`src/rtl/ht_res_stats.sv`:
```
// Result-side statistics stage behind hash_table_top.
// Forwards results unchanged through a 2-entry skid buffer and keeps per-rescode event
// counters, an opcode/rescode consistency check, a sticky error flag and snapshot registers.

package hash_table;

    localparam int unsigned KEY_WIDTH   = 16;
    localparam int unsigned VALUE_WIDTH = 16;

    typedef enum logic [1:0] {
        OP_NOP    = 2'd0,
        OP_SEARCH = 2'd1,
        OP_INSERT = 2'd2,
        OP_DELETE = 2'd3
    } ht_opcode_t;

    // Encoding doubles as the counter index of each result code; 3'd7 is unused.
    typedef enum logic [2:0] {
        SEARCH_FOUND                     = 3'd0,
        SEARCH_NOT_SUCCESS_NO_ENTRY      = 3'd1,
        INSERT_SUCCESS                   = 3'd2,
        INSERT_SUCCESS_SAME_KEY          = 3'd3,
        INSERT_NOT_SUCCESS_TABLE_IS_FULL = 3'd4,
        DELETE_SUCCESS                   = 3'd5,
        DELETE_NOT_SUCCESS_NO_ENTRY      = 3'd6
    } ht_rescode_t;

    typedef struct packed {
        logic [KEY_WIDTH-1:0]   key;
        logic [VALUE_WIDTH-1:0] value;
        ht_opcode_t             opcode;
    } ht_command_t;

    typedef struct packed {
        ht_command_t            cmd;
        ht_rescode_t            rescode;
        logic [VALUE_WIDTH-1:0] found_value;
    } ht_result_t;

endpackage

module ht_res_stats
    import hash_table::*;
#(
    parameter int unsigned CNT_WIDTH = 32
) (
    input  logic                      clk_i,
    input  logic                      rst_i,
    input  ht_result_t                result_i,
    input  logic                      result_valid_i,
    output logic                      result_ready_o,
    output ht_result_t                result_o,
    output logic                      result_valid_o,
    input  logic                      result_ready_i,
    input  logic                      clear_i,
    input  logic                      snapshot_i,
    output logic [7:0][CNT_WIDTH-1:0] snap_cnt_o,
    output logic                      snap_valid_o,
    output logic                      err_o
);

    typedef enum logic [1:0] {StEmpty, StOne, StTwo} state_t;

    state_t                    state_q;
    ht_result_t                head_q;
    ht_result_t                tail_q;
    logic                      ready_q;
    logic                      in_hs;
    logic                      out_hs;
    logic                      fam_ok;
    logic [2:0]                evt_idx;
    logic [7:0][CNT_WIDTH-1:0] cnt_q;
    logic [7:0][CNT_WIDTH-1:0] cnt_d;
    logic                      err_q;
    logic                      err_d;

    assign result_o       = head_q;
    assign result_valid_o = (state_q != StEmpty);
    assign result_ready_o = ready_q;
    assign in_hs          = result_valid_i && ready_q;
    assign out_hs         = result_valid_o && result_ready_i;
    assign err_o          = err_q;

    // Skid buffer: head_q is always the visible entry, tail_q holds the overflow entry.
    always_ff @(posedge clk_i) begin
        if (rst_i) begin
            state_q <= StEmpty;
            head_q  <= '0;
            tail_q  <= '0;
            ready_q <= 1'b1;
        end else begin
            unique case (state_q)
                StEmpty: begin
                    if (in_hs) begin
                        head_q  <= result_i;
                        state_q <= StOne;
                    end
                end
                StOne: begin
                    if (in_hs && !out_hs) begin
                        tail_q  <= result_i;
                        state_q <= StTwo;
                        ready_q <= 1'b0;
                    end else if (in_hs && out_hs) begin
                        head_q <= result_i;
                    end else if (out_hs) begin
                        state_q <= StEmpty;
                    end
                end
                StTwo: begin
                    if (out_hs) begin
                        head_q  <= tail_q;
                        state_q <= StOne;
                        ready_q <= 1'b1;
                    end
                end
                default: begin
                    state_q <= StEmpty;
                    ready_q <= 1'b1;
                end
            endcase
        end
    end

    // Classify the incoming result: its own counter if the opcode family agrees, else slot 7.
    always_comb begin
        fam_ok = 1'b0;
        case (result_i.rescode)
            SEARCH_FOUND, SEARCH_NOT_SUCCESS_NO_ENTRY:
                fam_ok = (result_i.cmd.opcode == OP_SEARCH);
            INSERT_SUCCESS, INSERT_SUCCESS_SAME_KEY, INSERT_NOT_SUCCESS_TABLE_IS_FULL:
                fam_ok = (result_i.cmd.opcode == OP_INSERT);
            DELETE_SUCCESS, DELETE_NOT_SUCCESS_NO_ENTRY:
                fam_ok = (result_i.cmd.opcode == OP_DELETE);
            default:
                fam_ok = 1'b0;
        endcase
        evt_idx = fam_ok ? result_i.rescode : 3'd7;
    end

    // Next-state of live counters and error flag; clear wins but keeps a same-cycle event.
    always_comb begin
        cnt_d = cnt_q;
        for (int i = 0; i < 8; i++) begin
            if (clear_i) begin
                cnt_d[i] = (in_hs && evt_idx == 3'(i)) ? CNT_WIDTH'(1) : '0;
            end else if (in_hs && evt_idx == 3'(i) && cnt_q[i] != {CNT_WIDTH{1'b1}}) begin
                cnt_d[i] = cnt_q[i] + CNT_WIDTH'(1);
            end
        end
        if (clear_i) begin
            err_d = in_hs && !fam_ok;
        end else begin
            err_d = err_q || (in_hs && !fam_ok);
        end
    end

    // Live counters, sticky error and snapshot copy of the pre-update counter values.
    always_ff @(posedge clk_i) begin
        if (rst_i) begin
            cnt_q        <= '0;
            err_q        <= 1'b0;
            snap_cnt_o   <= '0;
            snap_valid_o <= 1'b0;
        end else begin
            cnt_q        <= cnt_d;
            err_q        <= err_d;
            snap_valid_o <= snapshot_i;
            if (snapshot_i) begin
                snap_cnt_o <= cnt_q;
            end
        end
    end

endmodule

```
`config.mk`:
```
export PLATFORM = sky130hd
export DESIGN_NAME = ht_res_stats
export DESIGN_NICKNAME = d
export VERILOG_FILES = /design/src/rtl/ht_res_stats.sv
export SDC_FILE = /design/constraint.sdc
export NUM_CORES = 1
export LEC_CHECK = 0
export CAP_MARGIN = 20
export CORE_AREA = 4 4 225 227
export CTS_BUF_LIST = sky130_fd_sc_hd__clkbuf_8
export DETAILED_ROUTE_END_ITERATION = 12
export DIE_AREA = 0 0 229 231
export DONT_BUFFER_PORTS = 1
export MAX_ROUTING_LAYER = met4
export PLACE_DENSITY = 0.82
export SYNTH_ARGS = -nofsm -noshare
export SYNTH_HDL_FRONTEND = slang
export SYNTH_SLANG_ARGS = --single-unit
```
`constraint.sdc`:
```
create_clock -name clk_i -period 7.5 [get_ports clk_i]
set_clock_uncertainty 0.2 [all_clocks]
set_input_delay 1.5 -clock clk_i [delete_from_list [all_inputs] [get_ports clk_i]]
set_output_delay 1.5 -clock clk_i [all_outputs]
set_load 0.01 [all_outputs]
```
==> results of run 1 <==
## power by group through the flow
| stage | Sequential, mW | Clock (mW) | Combinational (mW) |
|---|---|---|---|
| 2_1_floorplan | 3.46 | 0 | 0.216 |
| 3_3_place_gp | 3.47 | 0 | 0.179 |
| 3_5_place_dp | 3.47 | 0 | 0.187 |
| 4_1_cts | 3.40 | 2.87 | 0.187 |
| 5_1_grt | 3.40 | 3.03 | 0.206 |
| 6_report | 3.40 | 2.80 | 0.187 |
## cells by family (layout without fill, tap and decap cells)
logic type               count (synthesis)  after routing  share of synthesized area
AND/OR/NAND/NOR                       1156           1156                     0.2251
flip-flops                             623            623                     0.4709
AO/OA/AOI/OAI                          563            563                     0.1304
multiplexers                           327            327                     0.1236
buffers and inverters                  235            232                    0.03529
XOR/XNOR                                33             33                    0.01091
adder cells (fa/ha/maj)                  8              8                   0.003780
## metal layers
metal  global-route usage  up-vias  part of all wire
met5                    -        -                 0
met4              0.09814        0             0.031
met3              0.08181      153             0.089
met2               0.4152      831              0.47
met1               0.3079    10570              0.41
li1                     -    10590                 -
## worst reg2reg max path, stage by stage, from the launching register on
cell and delay [ps]:
dfxtp_1 640, nand3_2 310, nor2_1 710, nand4_1 700, or4_1 710, a21oi_1 180
## Yosys cell counts (4+ instances only)
master,instances
nand3_1,90
o21ai_0,106
o31ai_1,70
dfxtp_1,623
and4_1,41
or4_1,77
ha_1,8
nand2_1,245
buf_2,22
o21ai_1,8
clkbuf_1,122
nor4_1,29
xor2_1,13
nor4_2,5
nand4b_1,5
a21oi_1,238
buf_1,42
o31a_1,5
nor4b_1,4
a211oi_1,59
o2111ai_1,10
mux2i_1,327
and2_1,22
nor3_1,14
nor2_1,374
o21a_1,5
xnor2_1,20
inv_1,42
o41ai_1,7
or3_1,113
or2_2,8
nor4_4,4
nand4_1,79
a41oi_1,4
o211ai_1,15
a31oi_1,7
and3_1,17
nand3b_1,5
buf_4,4
## sequential cells by signal, summed over array words and instances (netlist names)
register	flops
cnt_q	256
snap_cnt_o	256
result_o	53
tail_q	53
state_q	2
err_o	1
result_ready_o	1
snap_valid_o	1
## cell type report
cell class                 instances  area [sq um]  share of cell area
multi-input combinational       2087         13140              0.4597
sequential                       623         12470              0.4365
clock buffer                     119          1638             0.05732
tap                              622         778.2             0.02724
clock inverter                    57         290.3             0.01016
inverter                          42         157.7            0.005517
timing repair buffer              14         102.6            0.003591
## worst max path at each step
stage	from	end	slack [ps]	depth (start not counted)
2_1_floorplan	result_i[20]	cnt_q[19]	3970	6
3_3_place_gp	result_i[19]	cnt_q[117]	2990	5
3_5_place_dp	result_i[19]	cnt_q[123]	2850	5
4_1_cts	result_i[19]	cnt_q[123]	3580	5
5_1_grt	result_i[19]	cnt_q[117]	3380	5
6_report	result_i[19]	cnt_q[123]	3570	5
## stage by stage
step / total power [mW] / setup WS [ps]
3_5_place_dp: 3.658 / 2846
6_report: 6.385 / 3569
2_1_floorplan: 3.673 / 3973
3_3_place_gp: 3.648 / 2990
5_1_grt: 6.633 / 3376
4_1_cts: 6.451 / 3583
==> flow_summary_export.csv, run 1 <==
group,metric,value,unit
layout,fillers,4113,
layout,drive_above_1_share,0.06798,
worst_setup_path,crit_slowest_cell,"nor2_1",
clock_network,cts_tree,"yes",
logic_synthesis,synth_top_area_frac,0.4709,
floorplan,initial_core_util,0.5444,
worst_hold_path,hp-start,"tail_q[9]",
logic_synthesis,syn_area_per_cell,8.992,sq um
routing,first_pass_iters,7,
power,seq_power_share,0.532,
power,switching_power,1.485,mW
power,vdd_ir_drop_max,164.1,uV
layout,num_antenna_cells,0,
layout,instances_no_fill,3564,
clock_network,clock_path_buffers,3,
worst_setup_path,r2r_cells,5,
power,share_comb_of_total_power,0.029,
floorplan,die_w,229,um
logic_synthesis,ys_ff_latch,623,
worst_setup_path,reg2reg_to,"cnt_q[123]",
worst_hold_path,whs_path_depth,2,
floorplan,design.portCount,372,
worst_setup_path,path_class,"input port to register",
timing,relSlewSlack,0.2695,
power,pwr-share-clk,0.438,
floorplan,std_cell_rows,81,
place,post-dp-hpwl,46.36,mm
routing,drtIter0Drc,1901,
power,p_sw_frac,0.2325,
worst_setup_path,crit_path_end_kind,"register",
clock_network,post-cts-setup-buffer-count,0,
worst_setup_path,cp_cell_sequence,"nand4bb_1 -> nor2_1 -> nand4_1 -> or4_1 -> a21oi_1",
logic_synthesis,synth_cell_types,75,
clock_network,clk_latency,700,ps
floorplan,die_y,231,um
timing,slew_viol_final,0,
worst_hold_path,hold-path-endpoint,"tail_q[9]",
global_routing,grt_pass1_vias,21020,
worst_hold_path,holdCritPathClass,"register to register",
timing,max_clock_freq,254.4,MHz
timing,worst_slew_pin_slew,1096,ps
place,portBuffers,0,
routing,routedWlPerCell,19.55,um
logic_synthesis,async_flop_share,0,
place,dp_cells,3387,
worst_setup_path,cp-start-kind,"input port",
worst_setup_path,critPathArrivalTime,4340,ps
worst_setup_path,rrSetupSlack,3980,ps
worst_setup_path,path_max_fanout,19,
logic_synthesis,synth.area.top_cells,"dfxtp_1 (47%), mux2i_1 (12%), nor2_1 (5.3%)",
global_routing,grt_use_total,0.2595,
logic_synthesis,yosys.area.top_type,"dfxtp_1",
worst_setup_path,worst-path-buf-inv,0,
global_routing,antenna_found_initial,1,
power,p_int,4.901,mW
logic_synthesis,ys.flop_type,"dfxtp_1",
worst_setup_path,r2r-start,"result_ready_o",
routing,viasPerCell,6.213,
global_routing,grt_max_degree,390,
flow_run,drv_cap,0,
timing,finalCriticalPeriod,3931,ps
timing,rsz0062_at_grt,"no",
clock_network,cts_root_buffer,"clkbuf_8",
floorplan,coreArea,48650,sq um
clock_network,cts_hold_buf,0,
routing,vias,22140,
layout,area_growth,7.895,%
clock_network,cts-htree-levels,3,
power,leakage,10.25,nW
clock_network,numCtsBuffers,98,
routing,postRouteAntennaNets,0,
logic_synthesis,syn_area,26480,sq um
timing,timing_hold_violations_final,0,
worst_setup_path,path_delay_family,"simple AND/OR/NAND/NOR gates",
layout,final_util,0.5874,
timing,totalNegativeSetupSlack,0,ps
layout,layout_common_cells,"dfxtp_1 (623), nor2_1 (373), mux2i_1 (327)",
clock_network,clock_sinks,623,
logic_synthesis,yosysSeqAreaShare,0.4709,
global_routing,overflow,0,
layout,stdcell_area,28570,sq um
worst_setup_path,worst_path_largest_cell_delay,780,ps
timing,setup_viol,0,
clock_network,cts_resized,0,
logic_synthesis,synth_edf_count,0,
floorplan,dieArea,52900,sq um
layout,final_common_cell,"dfxtp_1",
place,placed_area,26640,sq um
logic_synthesis,ys_warn_count,0,
logic_synthesis,synth_fp_nets,3012,
clock_network,path_clk_slew,60,ps
layout,nNetsFinal,2933,
worst_setup_path,cp_data_required_time,7910,ps
global_routing,grt_pass1_wl,111.7,mm
status,status,"finished, final reports clean",
logic_synthesis,syn_inst,2945,
timing,finalCritPeriodShare,0.5241,
routing,drc,0,
timing,hold_ws,253.9,ps
power,cellPowerDensity,223.5,nW/um^2
routing,routed_wirelength,69.68,mm
place,gp_congestion,0.8666,
Power figures use the tool's default switching activity.
==> inputs of run 2 (changes only) <==
--- a/config.mk
+++ b/config.mk
@@ -12,7 +12,7 @@
 export DIE_AREA = 0 0 229 231
 export DONT_BUFFER_PORTS = 1
 export MAX_ROUTING_LAYER = met4
-export PLACE_DENSITY = 0.82
+export PLACE_DENSITY = 0.85
 export SYNTH_ARGS = -nofsm -noshare
 export SYNTH_HDL_FRONTEND = slang
 export SYNTH_SLANG_ARGS = --single-unit
==> constraint.sdc (replaced) <==
create_clock -name clk_i -period 3.6 [get_ports clk_i]
set_clock_uncertainty 0.2 [all_clocks]
set_input_delay 0.72 -clock clk_i [delete_from_list [all_inputs] [get_ports clk_i]]
set_output_delay 0.72 -clock clk_i [all_outputs]
set_load 0.01 [all_outputs]
==> flow_summary_export.csv, run 2 (synthesis results as in run 1) <==
group,metric,value,unit
status,status,"finished, final reports clean",
global_routing,use_met2,0.4777,
power,p_total,13.51,mW
routing,viasPerCell,6.341,
floorplan,die_y,231,um
flow_run,drv_cap,0,
place,dp_cells,3404,
clock_network,cts_root_buffer,"clkbuf_8",
layout,regArea,12470,sq um
clock_network,clk_latency,710,ps
worst_setup_path,r2r_cells,6,
floorplan,initial_core_util,0.5444,
routing,vias,24090,
timing,slew_viol_final,0,
place,gp_congestion,0.8800,
worst_setup_path,path_max_fanout,13,
floorplan,die_w,229,um
routing,drtIter0Drc,1894,
timing,worst_slew_pin_slew,1090,ps
global_routing,grt_max_degree,217,
global_routing,grtUsageMet1,0.3427,
routing,routed_wirelength,80.07,mm
timing,finalCritPeriodShare,0.9336,
global_routing,grt_pass1_vias,23540,
global_routing,top_usage_layer,"met2",
power,p_sw_frac,0.2428,
floorplan,coreArea,48650,sq um
timing,hold_ws,85.83,ps
timing,max_clock_freq,297.5,MHz
clock_network,cts-htree-levels,3,
global_routing,grt_pass1_wl,125.8,mm
worst_setup_path,crit_path_end_kind,"register",
clock_network,path_clk_slew,60,ps
floorplan,design.portCount,372,
power,p_int,10.23,mW
floorplan,dieArea,52900,sq um
clock_network,numCtsBuffers,96,
layout,final_common_cell,"dfxtp_1",
routing,routedWlPerCell,21.08,um
worst_hold_path,holdCritPathClass,"input port to register",
timing,totalNegativeSetupSlack,0,ps
layout,drive_above_1_share,0.06612,
clock_network,clock_path_buffers,3,
timing,rsz0062_at_grt,"no",
layout,instances_no_fill,3798,
routing,drc,0,
place,post-dp-hpwl,47.42,mm
global_routing,use_met3,0.07984,
worst_setup_path,critPathArrivalTime,3790,ps
layout,layout_common_cells,"dfxtp_1 (623), nor2_1 (373), mux2i_1 (327)",
power,cellPowerDensity,436.2,nW/um^2
clock_network,cts_resized,0,
clock_network,post-cts-setup-buffer-count,0,
layout,area_growth,16.92,%
worst_hold_path,whs_path_depth,2,
power,seq_power_share,0.525,
power,pwr-share-clk,0.429,
power,vdd_ir_drop_max,315.0,uV
place,portBuffers,0,
global_routing,antenna_found_initial,1,
routing,first_pass_iters,7,
layout,nNetsFinal,3172,
global_routing,grt_use_total,0.2957,
clock_network,cts_tree,"yes",
timing,finalCriticalPeriod,3361,ps
worst_setup_path,path_class,"register to register",
timing,setup_viol,0,
global_routing,overflow,0,
power,leakage,11.77,nW
layout,reg_top3,"cnt_q: 256 flops, snap_cnt_o: 256 flops",
floorplan,std_cell_rows,81,
power,share_comb_of_total_power,0.046,
timing,timing_hold_violations_final,0,
layout,fillers,3683,
timing,relSlewSlack,0.2706,
worst_setup_path,cp_data_required_time,4030,ps
layout,num_antenna_cells,0,
worst_setup_path,cp-start-kind,"register",
clock_network,clock_sinks,623,
routing,postRouteAntennaNets,0,
layout,multi_input_area,13150,sq um
power,switching_power,3.280,mW
[run 2: area by class of cell]
| class | instances | area share |
|---|---|---|
| inverters | 42 | 0.005091 |
| flip-flops and latches | 623 | 0.4028 |
| well taps | 622 | 0.02513 |
| multi-input cells | 2088 | 0.4246 |
| repair buffers | 254 | 0.08227 |
| clock buffers | 115 | 0.05112 |
| clock inverters | 54 | 0.009011 |
[run 2: layer usage]
| layer | wire (um) | part of all wire |
|---|---|---|
| met5 | 0 | 0 |
| met3 | 7007 | 0.088 |
| met1 | 31180 | 0.39 |
| met2 | 38190 | 0.48 |
| met4 | 3689 | 0.046 |
[run 2: final timing paths]
check / end / slack, ps / startpoint
min: snap_cnt_o[39] / 90 / snapshot_i
max: cnt_q[160] / 240 / cnt_q[179]
min reg2reg: cnt_q[182] / 300 / cnt_q[182]
max reg2reg: cnt_q[160] / 240 / cnt_q[179]
[run 2: power groups by stage]
stage / clock (mW) / sequential, mW / combinational (mW)
2_1_floorplan: 0 / 7.20 / 0.450
3_3_place_gp: 0 / 7.23 / 0.385
3_5_place_dp: 0 / 7.23 / 0.406
4_1_cts: 5.84 / 7.08 / 0.596
5_1_grt: 6.17 / 7.09 / 0.670
6_report: 5.79 / 7.09 / 0.627
[run 2: timing repair]
action	4_1_cts	5_1_grt
endpoints found under the hold margin	386	0
hold buffers	224	0
setup endpoints to repair	0	1
[run 2: critical path: stages, from the launching register on]
cell	delay, ps
dfxtp_1	470
nand4_1	250
or4_1	730
o31ai_2	750
nand3_1	150
a21oi_1	180
dlygate4sd3_1	560
[run 2: through the flow]
step / cell area (sq um) / setup slack [ps] / utilization
floorplan: 26480 / 852.8 / -
global placement: 26800 / 650.9 / 0.5509
detailed placement: 26810 / 616.8 / 0.5512
CTS: 30950 / 198.0 / 0.6363
global route: 30960 / 2.852 / 0.6365
finish: 30960 / 239.0 / 0.6365
